<file path="src/rtl/data_mem_ctrl.sv">
// data_mem_ctrl: RV32 byte/half/word data memory on a flop array, valid/ready on both sides.
// Define DMEM_INIT_WORD0_EN to reset word 0 to INIT_WORD0 (boot data pattern).
module data_mem_ctrl #(
    parameter int          ADDR_W      = 16,
    parameter int          DEPTH_WORDS = 32,
    parameter int          WAIT_CYCLES = 1,
    parameter logic [31:0] INIT_WORD0  = 32'hBEEF_8080
) (
    input  logic              CK_REF,
    input  logic              RST_N,
    input  logic              REQ_VALID,
    output logic              REQ_READY,
    input  logic              REQ_READ_WRN,
    input  logic [ADDR_W-1:0] REQ_ADDR,
    input  logic [2:0]        REQ_FUNCT3,
    input  logic [31:0]       REQ_WDATA,
    output logic              RSP_VALID,
    input  logic              RSP_READY,
    output logic [31:0]       RSP_RDATA,
    output logic              RSP_ERR
);

`ifdef DMEM_INIT_WORD0_EN
    localparam bit INIT_EN = 1'b1;
`else
    localparam bit INIT_EN = 1'b0;
`endif

    localparam logic [31:0]       WORD0_RST = INIT_WORD0 & {32{INIT_EN}};
    localparam int                IDX_W     = (DEPTH_WORDS > 1) ? $clog2(DEPTH_WORDS) : 1;
    localparam int                WL        = (WAIT_CYCLES > 0) ? WAIT_CYCLES - 1 : 0;
    localparam logic [3:0]        WAIT_LAST = WL[3:0];
    localparam logic [ADDR_W-2:0] DEPTH_LIM = DEPTH_WORDS[ADDR_W-2:0];

    typedef enum logic [1:0] {ST_IDLE, ST_WAIT, ST_ACCESS, ST_RESP} state_t;

    state_t            state_q, state_d;
    logic              ready_q;
    logic              accept, do_access;
    logic [3:0]        wcnt_q;
    logic [ADDR_W-1:0] addr_q;
    logic [2:0]        funct3_q;
    logic [31:0]       wdata_q;
    logic              read_q;
    logic [31:0]       mem [DEPTH_WORDS];
    logic [ADDR_W-3:0] widx;
    logic [IDX_W-1:0]  idx;
    logic [1:0]        lane;
    logic [31:0]       word, rd_ext, wr_lanes;
    logic [7:0]        rd_byte;
    logic [15:0]       rd_half;
    logic [3:0]        be;
    logic              bad_f3, misalign, out_range, err;
    logic [31:0]       rsp_rdata_q;
    logic              rsp_err_q;

    assign widx      = addr_q[ADDR_W-1:2];
    assign idx       = widx[IDX_W-1:0];
    assign lane      = addr_q[1:0];
    assign word      = mem[idx];
    assign REQ_READY = ready_q;
    assign RSP_VALID = (state_q == ST_RESP);
    assign RSP_RDATA = rsp_rdata_q;
    assign RSP_ERR   = rsp_err_q;

    // Decode the latched request: load extension, store lanes and error causes.
    always_comb begin
        rd_byte  = word[{lane, 3'b000} +: 8];
        rd_half  = lane[1] ? word[31:16] : word[15:0];
        rd_ext   = '0;
        be       = '0;
        wr_lanes = '0;
        bad_f3   = 1'b0;
        misalign = 1'b0;
        if (read_q) begin
            case (funct3_q)
                3'b000: rd_ext = {{24{rd_byte[7]}}, rd_byte};
                3'b100: rd_ext = {24'h0, rd_byte};
                3'b001: begin
                    rd_ext   = {{16{rd_half[15]}}, rd_half};
                    misalign = lane[0];
                end
                3'b101: begin
                    rd_ext   = {16'h0, rd_half};
                    misalign = lane[0];
                end
                3'b010: begin
                    rd_ext   = word;
                    misalign = |lane;
                end
                default: bad_f3 = 1'b1;
            endcase
        end else begin
            case (funct3_q)
                3'b000: begin
                    be       = 4'b0001 << lane;
                    wr_lanes = {4{wdata_q[7:0]}};
                end
                3'b001: begin
                    be       = lane[1] ? 4'b1100 : 4'b0011;
                    wr_lanes = {2{wdata_q[15:0]}};
                    misalign = lane[0];
                end
                3'b010: begin
                    be       = 4'hF;
                    wr_lanes = wdata_q;
                    misalign = |lane;
                end
                default: bad_f3 = 1'b1;
            endcase
        end
        out_range = {1'b0, widx} >= DEPTH_LIM;
        err       = bad_f3 | misalign | out_range;
    end

    // Next-state logic: accept in IDLE, count wait states, one access cycle, hold response.
    always_comb begin
        state_d   = state_q;
        accept    = 1'b0;
        do_access = 1'b0;
        case (state_q)
            ST_IDLE: begin
                if (REQ_VALID && ready_q) begin
                    accept  = 1'b1;
                    state_d = (WAIT_CYCLES == 0) ? ST_ACCESS : ST_WAIT;
                end
            end
            ST_WAIT: begin
                if (wcnt_q == WAIT_LAST) state_d = ST_ACCESS;
            end
            ST_ACCESS: begin
                do_access = 1'b1;
                state_d   = ST_RESP;
            end
            ST_RESP: begin
                if (RSP_READY) state_d = ST_IDLE;
            end
            default: state_d = ST_IDLE;
        endcase
    end

    // State, ready flag (low for one edge after reset), request latches and response.
    always_ff @(posedge CK_REF or negedge RST_N) begin
        if (!RST_N) begin
            state_q     <= ST_IDLE;
            ready_q     <= 1'b0;
            wcnt_q      <= '0;
            addr_q      <= '0;
            funct3_q    <= '0;
            wdata_q     <= '0;
            read_q      <= 1'b0;
            rsp_rdata_q <= '0;
            rsp_err_q   <= 1'b0;
        end else begin
            state_q <= state_d;
            ready_q <= (state_d == ST_IDLE);
            if (accept) begin
                wcnt_q   <= '0;
                addr_q   <= REQ_ADDR;
                funct3_q <= REQ_FUNCT3;
                wdata_q  <= REQ_WDATA;
                read_q   <= REQ_READ_WRN;
            end else if (state_q == ST_WAIT) begin
                wcnt_q <= wcnt_q + 4'd1;
            end
            if (do_access) begin
                rsp_err_q   <= err;
                rsp_rdata_q <= (read_q && !err) ? rd_ext : '0;
            end
        end
    end

    // Word array: reset image, then byte-lane writes for legal stores in ACCESS.
    always_ff @(posedge CK_REF or negedge RST_N) begin
        if (!RST_N) begin
            for (int i = 0; i < DEPTH_WORDS; i++) begin
                mem[i] <= (i == 0) ? WORD0_RST : '0;
            end
        end else if (do_access && !read_q && !err) begin
            for (int b = 0; b < 4; b++) begin
                if (be[b]) mem[idx][8*b +: 8] <= wr_lanes[8*b +: 8];
            end
        end
    end

endmodule

</file>
<file path="config.mk">
export PLATFORM = sky130hd
export DESIGN_NAME = data_mem_ctrl
export DESIGN_NICKNAME = d
export VERILOG_FILES = /design/src/rtl/data_mem_ctrl.sv
export SDC_FILE = /design/constraint.sdc
export NUM_CORES = 2
export LEC_CHECK = 0
export ABC_CLOCK_PERIOD_IN_PS = 6500
export BUFFER_PORTS_ARGS = -buffer_cell sky130_fd_sc_hd__buf_4
export CAP_MARGIN = 30
export CORE_UTILIZATION = 43
export CTS_CLUSTER_SIZE = 24
export DETAILED_ROUTE_END_ITERATION = 8
export HOLD_SLACK_MARGIN = 0.15
export PLACE_DENSITY_LB_ADDON = 0.15
export SLEW_MARGIN = 20
export SYNTH_ARGS = -nofsm -noshare
export SYNTH_HDL_FRONTEND = slang
export SYNTH_SLANG_ARGS = --single-unit
</file>
<file path="constraint.sdc">
create_clock -name CK_REF -period 6.5 [get_ports CK_REF]
set_input_delay 0 -clock CK_REF [delete_from_list [all_inputs] [get_ports CK_REF]]
set_output_delay 0 -clock CK_REF [all_outputs]
set_load 0.005 [all_outputs]
</file>
==> summary.md <==
| Metric | Value |
|---|---|
| Vias per cell | `5.93` |
| DRC | `0` |
| Syn-to-layout area delta | `15.2%` |
| WL final | `156 mm` |
| Max Slew Vio Count | `0` |
| Initial Util | `0.435` |
| WL/cell | `about 28 um` |
| CP most frequent cell | `nand4_1` |
| Final setup fails | `0` |
| Largest net degree at the start of global routing | `roughly 180` |
| Final instance area | `59200 um^2` |
| Critical-path top delay cell | `nor4_1` |
| GRT Max-Usage Layer | `met2` |
| Met3 GRT Util | `0.0413` |
| Yosys warns | `0` |
| Synth top area cells | `dfrtp_1 (54%), mux2_2 (23%), mux2i_1 (8.2%)` |
| WP data required | `7.07 ns` |
| Worst hold path cell count | `4` |
| Worst-Skew Late Latency | `~0.73 ns` |
| Worst Path Max Fanout | `31` |
| Syn nets | `3771` |
| Crit path DAT | `5.01 ns` |
| Total Routing Usage GR | `0.261` |
| Synth Cell Area | `51400 um^2` |
| Post-layout min period | `4.44 ns` |
| Initial antenna violation count | `1` |
| CP cell instances | `or4_1 > buf_4 > o22ai_1 > nor4_1 > nand4_1 > nand4_1 > nand2_1` |
| Count of different cell masters after synthesis | `66` |
| Clk_skew | `0.0367 ns` |
| 1st-iter DRT viols | `2687` |
| Post-CTS sizing | `0` |
| Top Ports | `91` |
| Reg2reg start | `addr_q[6]` |
| Part of the cycle the worst path needs | `0.683` |
| Kind of end point of the critical path | `flop` |
| Clk pin slew, worst setup/hold paths | `0.06 ns` |
| R2R cell count | `7` |
| Die area | `121000 um^2` |
| Crit path buf inv count | `1` |
| Antenna Nets Post-Route | `0` |
| Core area | `118000 um^2` |
| Die Width | `~350 um` |
| Final hold viol count | `0` |
| Met2 usage | `0.400` |
| Leading cell types in the layout, fill and taps excluded | `dfrtp_1 (1114), mux2_2 (1067), mux2i_1 (419)` |
| Power per cell area | `roughly 330 nW/um^2` |
| Number of global-route vias before repair | `between 30000 and 40000` |
| Async S/R FF share, synth | `1.00` |
| DP HPWL | `103 mm` |
| EDFF count, synth | `0` |
| Clock sink count | `approximately 1100` |
| Slew @ Worst Pin | `1.06 ns` |
| Share of layout cells above drive strength 1 | `0.407` |
| Root buffer cell | `clkbuf_16` |
| Syn Area/Cell | `13.8 um^2` |
| Global placer's final weighted congestion | `~0.9` |
| Unrepaired setup endpoints after global routing | `no` |
| Synth area leader | `dfrtp_1` |
| Relative slew slack | `0.287` |
| Global-route wire length before repair | `approximately 230 mm` |
| CTS H-tree lvls | `3` |
| HP Class | `input pin to flop` |
| Drt first pass iters | `8` |
| Status | `finished, final reports clean` |
| Critical path class | `flop to flop` |
| Number of max-cap violations | `0` |
| Setup Buffers After CTS | `0` |
| Reg-to-reg slack, setup | `2.06 ns` |
| Overflow after GRT | `0` |
| Met1 usage | `0.377` |
| Number of CTS-inserted buffers | `120` |
| Synth Flop Type | `dfrtp_1` |
| Rows | `126` |
| Mapped Cells | `3713` |
| CTS Buffer Depth | `3` |
| Die Ht | `348 um` |
| Hold EP | `addr_q[1]` |
| Final Net Count | `3935` |
| Max Clk Rate | `0.225 GHz` |
| Max VDD drop | `between 0.3 and 0.4 mV` |
| Leak Pwr | `28.7 nW` |
| Port Buf Inserts | `90` |
| Via count | `32700` |
| Yosys reg bits | `1116` |
| TNS Setup | `0 ns` |
| Startpoint Class | `flop` |
| CP top delay family | `simple AND/OR/NAND/NOR gates` |
| FF-to-FF End | `RSP_RDATA[31]` |
| Critical Path Max Stage Delay | `~0.9 ns` |
| Commonest non-fill, non-tap cell in the layout | `dfrtp_1` |
| Share of the synthesized area in the top cell type | `0.544` |
| Placement Cell Area | `53700 um^2` |
| CTS tree | `done` |
| Min-delay src | `REQ_ADDR[1]` |
| CTS Hold Bufs | `125` |
| Sequential fraction of the synthesis area | `0.544` |
## logic make-up (layout without fill, tap and decap cells)
group	count (synthesis)	count (layout)	share of synthesized area
AO/OA/AOI/OAI	346	346	0.0435
adder cells (fa/ha/maj)	2	2	0.000487
multiplexers	1543	1543	0.339
buffers and inverters	272	538	0.0228
other	0	1	0
AND/OR/NAND/NOR	432	432	0.0499
flip-flops	1116	1116	0.544
XOR/XNOR	2	2	0.000341
## area by class of cell
type                    count  area [um^2]
fillers                 10300        59100
flip-flops and latches   1116        27900
multi-input cells        2325        22400
clock buffers             185         3680
repair buffers            309         2820
well taps                1536         1920
clock inverters            39          388
inverters                   5         18.8
diodes                      1         2.50
## per-layer routing
metal | share of wire | wire length, um
met4 | 0.033 | 5170
met5 | 0.000077 | 12
met1 | 0.46 | 72200
met3 | 0.054 | 8400
met2 | 0.45 | 70500
## sequential cells by signal, summed over array words and instances (netlist names)
| register | cells |
|---|---|
| RSP_ERR | 1 |
| state_q | 2 |
| funct3_q | 3 |
| REQ_READY | 1 |
| wdata_q | 32 |
| RSP_RDATA | 32 |
| read_q | 1 |
| addr_q | 16 |
| wcnt_q | 4 |
| mem | 1024 |
## worst min-delay path, cell delays in order
cell and delay [ns]:
dlygate4sd3_1 0.55, buf_4 0.12, nand2_1 0.16, o21ai_0 0.13
## where the power goes
part	switching, W	internal [W]
Clock	0.00287	0.00415
Sequential	0.000369	0.00716
Combinational	0.00346	0.00153
Total	0.00670	0.0128
## cell usage after synthesis (all sizes together) (4+ instances only)
cell type / instances
dfrtp: 1116
mux2: 1075
mux2i: 419
o22ai: 210
clkbuf: 161
nand2: 152
buf: 106
nor2: 93
nor4: 53
a22oi: 50
mux4: 49
a21oi: 42
nor3: 37
and2: 19
o21ai: 15
nor2b: 14
nand4: 12
a222oi: 10
nand2b: 8
nand3: 8
inv: 5
nand4b: 5
nand4bb: 5
or2: 4
or4b: 4
## stage by stage
step / cells / setup WS (ns) / util / hold slack, ns / power (W)
floorplan: 3713 / 4.02 / - / -0.296 / 0.0105
global placement: 5157 / 2.15 / 0.454 / 0.128 / 0.0124
detailed placement: 5161 / 2.15 / 0.454 / 0.133 / 0.0124
CTS: 5510 / 2.11 / 0.500 / 0.191 / 0.0196
global route: 5515 / 2.02 / 0.500 / 0.263 / 0.0202
finish: 5516 / 2.06 / 0.500 / 0.280 / 0.0195
## how the worst max path moves through the flow
stage / startpoint / endpoint / slack, ns / cells after the start
floorplan: addr_q[2] / RSP_RDATA[4] / 4.02 / 11
global placement: addr_q[4] / RSP_RDATA[18] / 2.15 / 7
detailed placement: addr_q[4] / RSP_RDATA[31] / 2.15 / 7
CTS: addr_q[4] / RSP_RDATA[19] / 2.11 / 7
global route: addr_q[6] / RSP_RDATA[25] / 2.02 / 7
finish: addr_q[6] / RSP_RDATA[31] / 2.06 / 7
(Power assumes the default switching activity.)
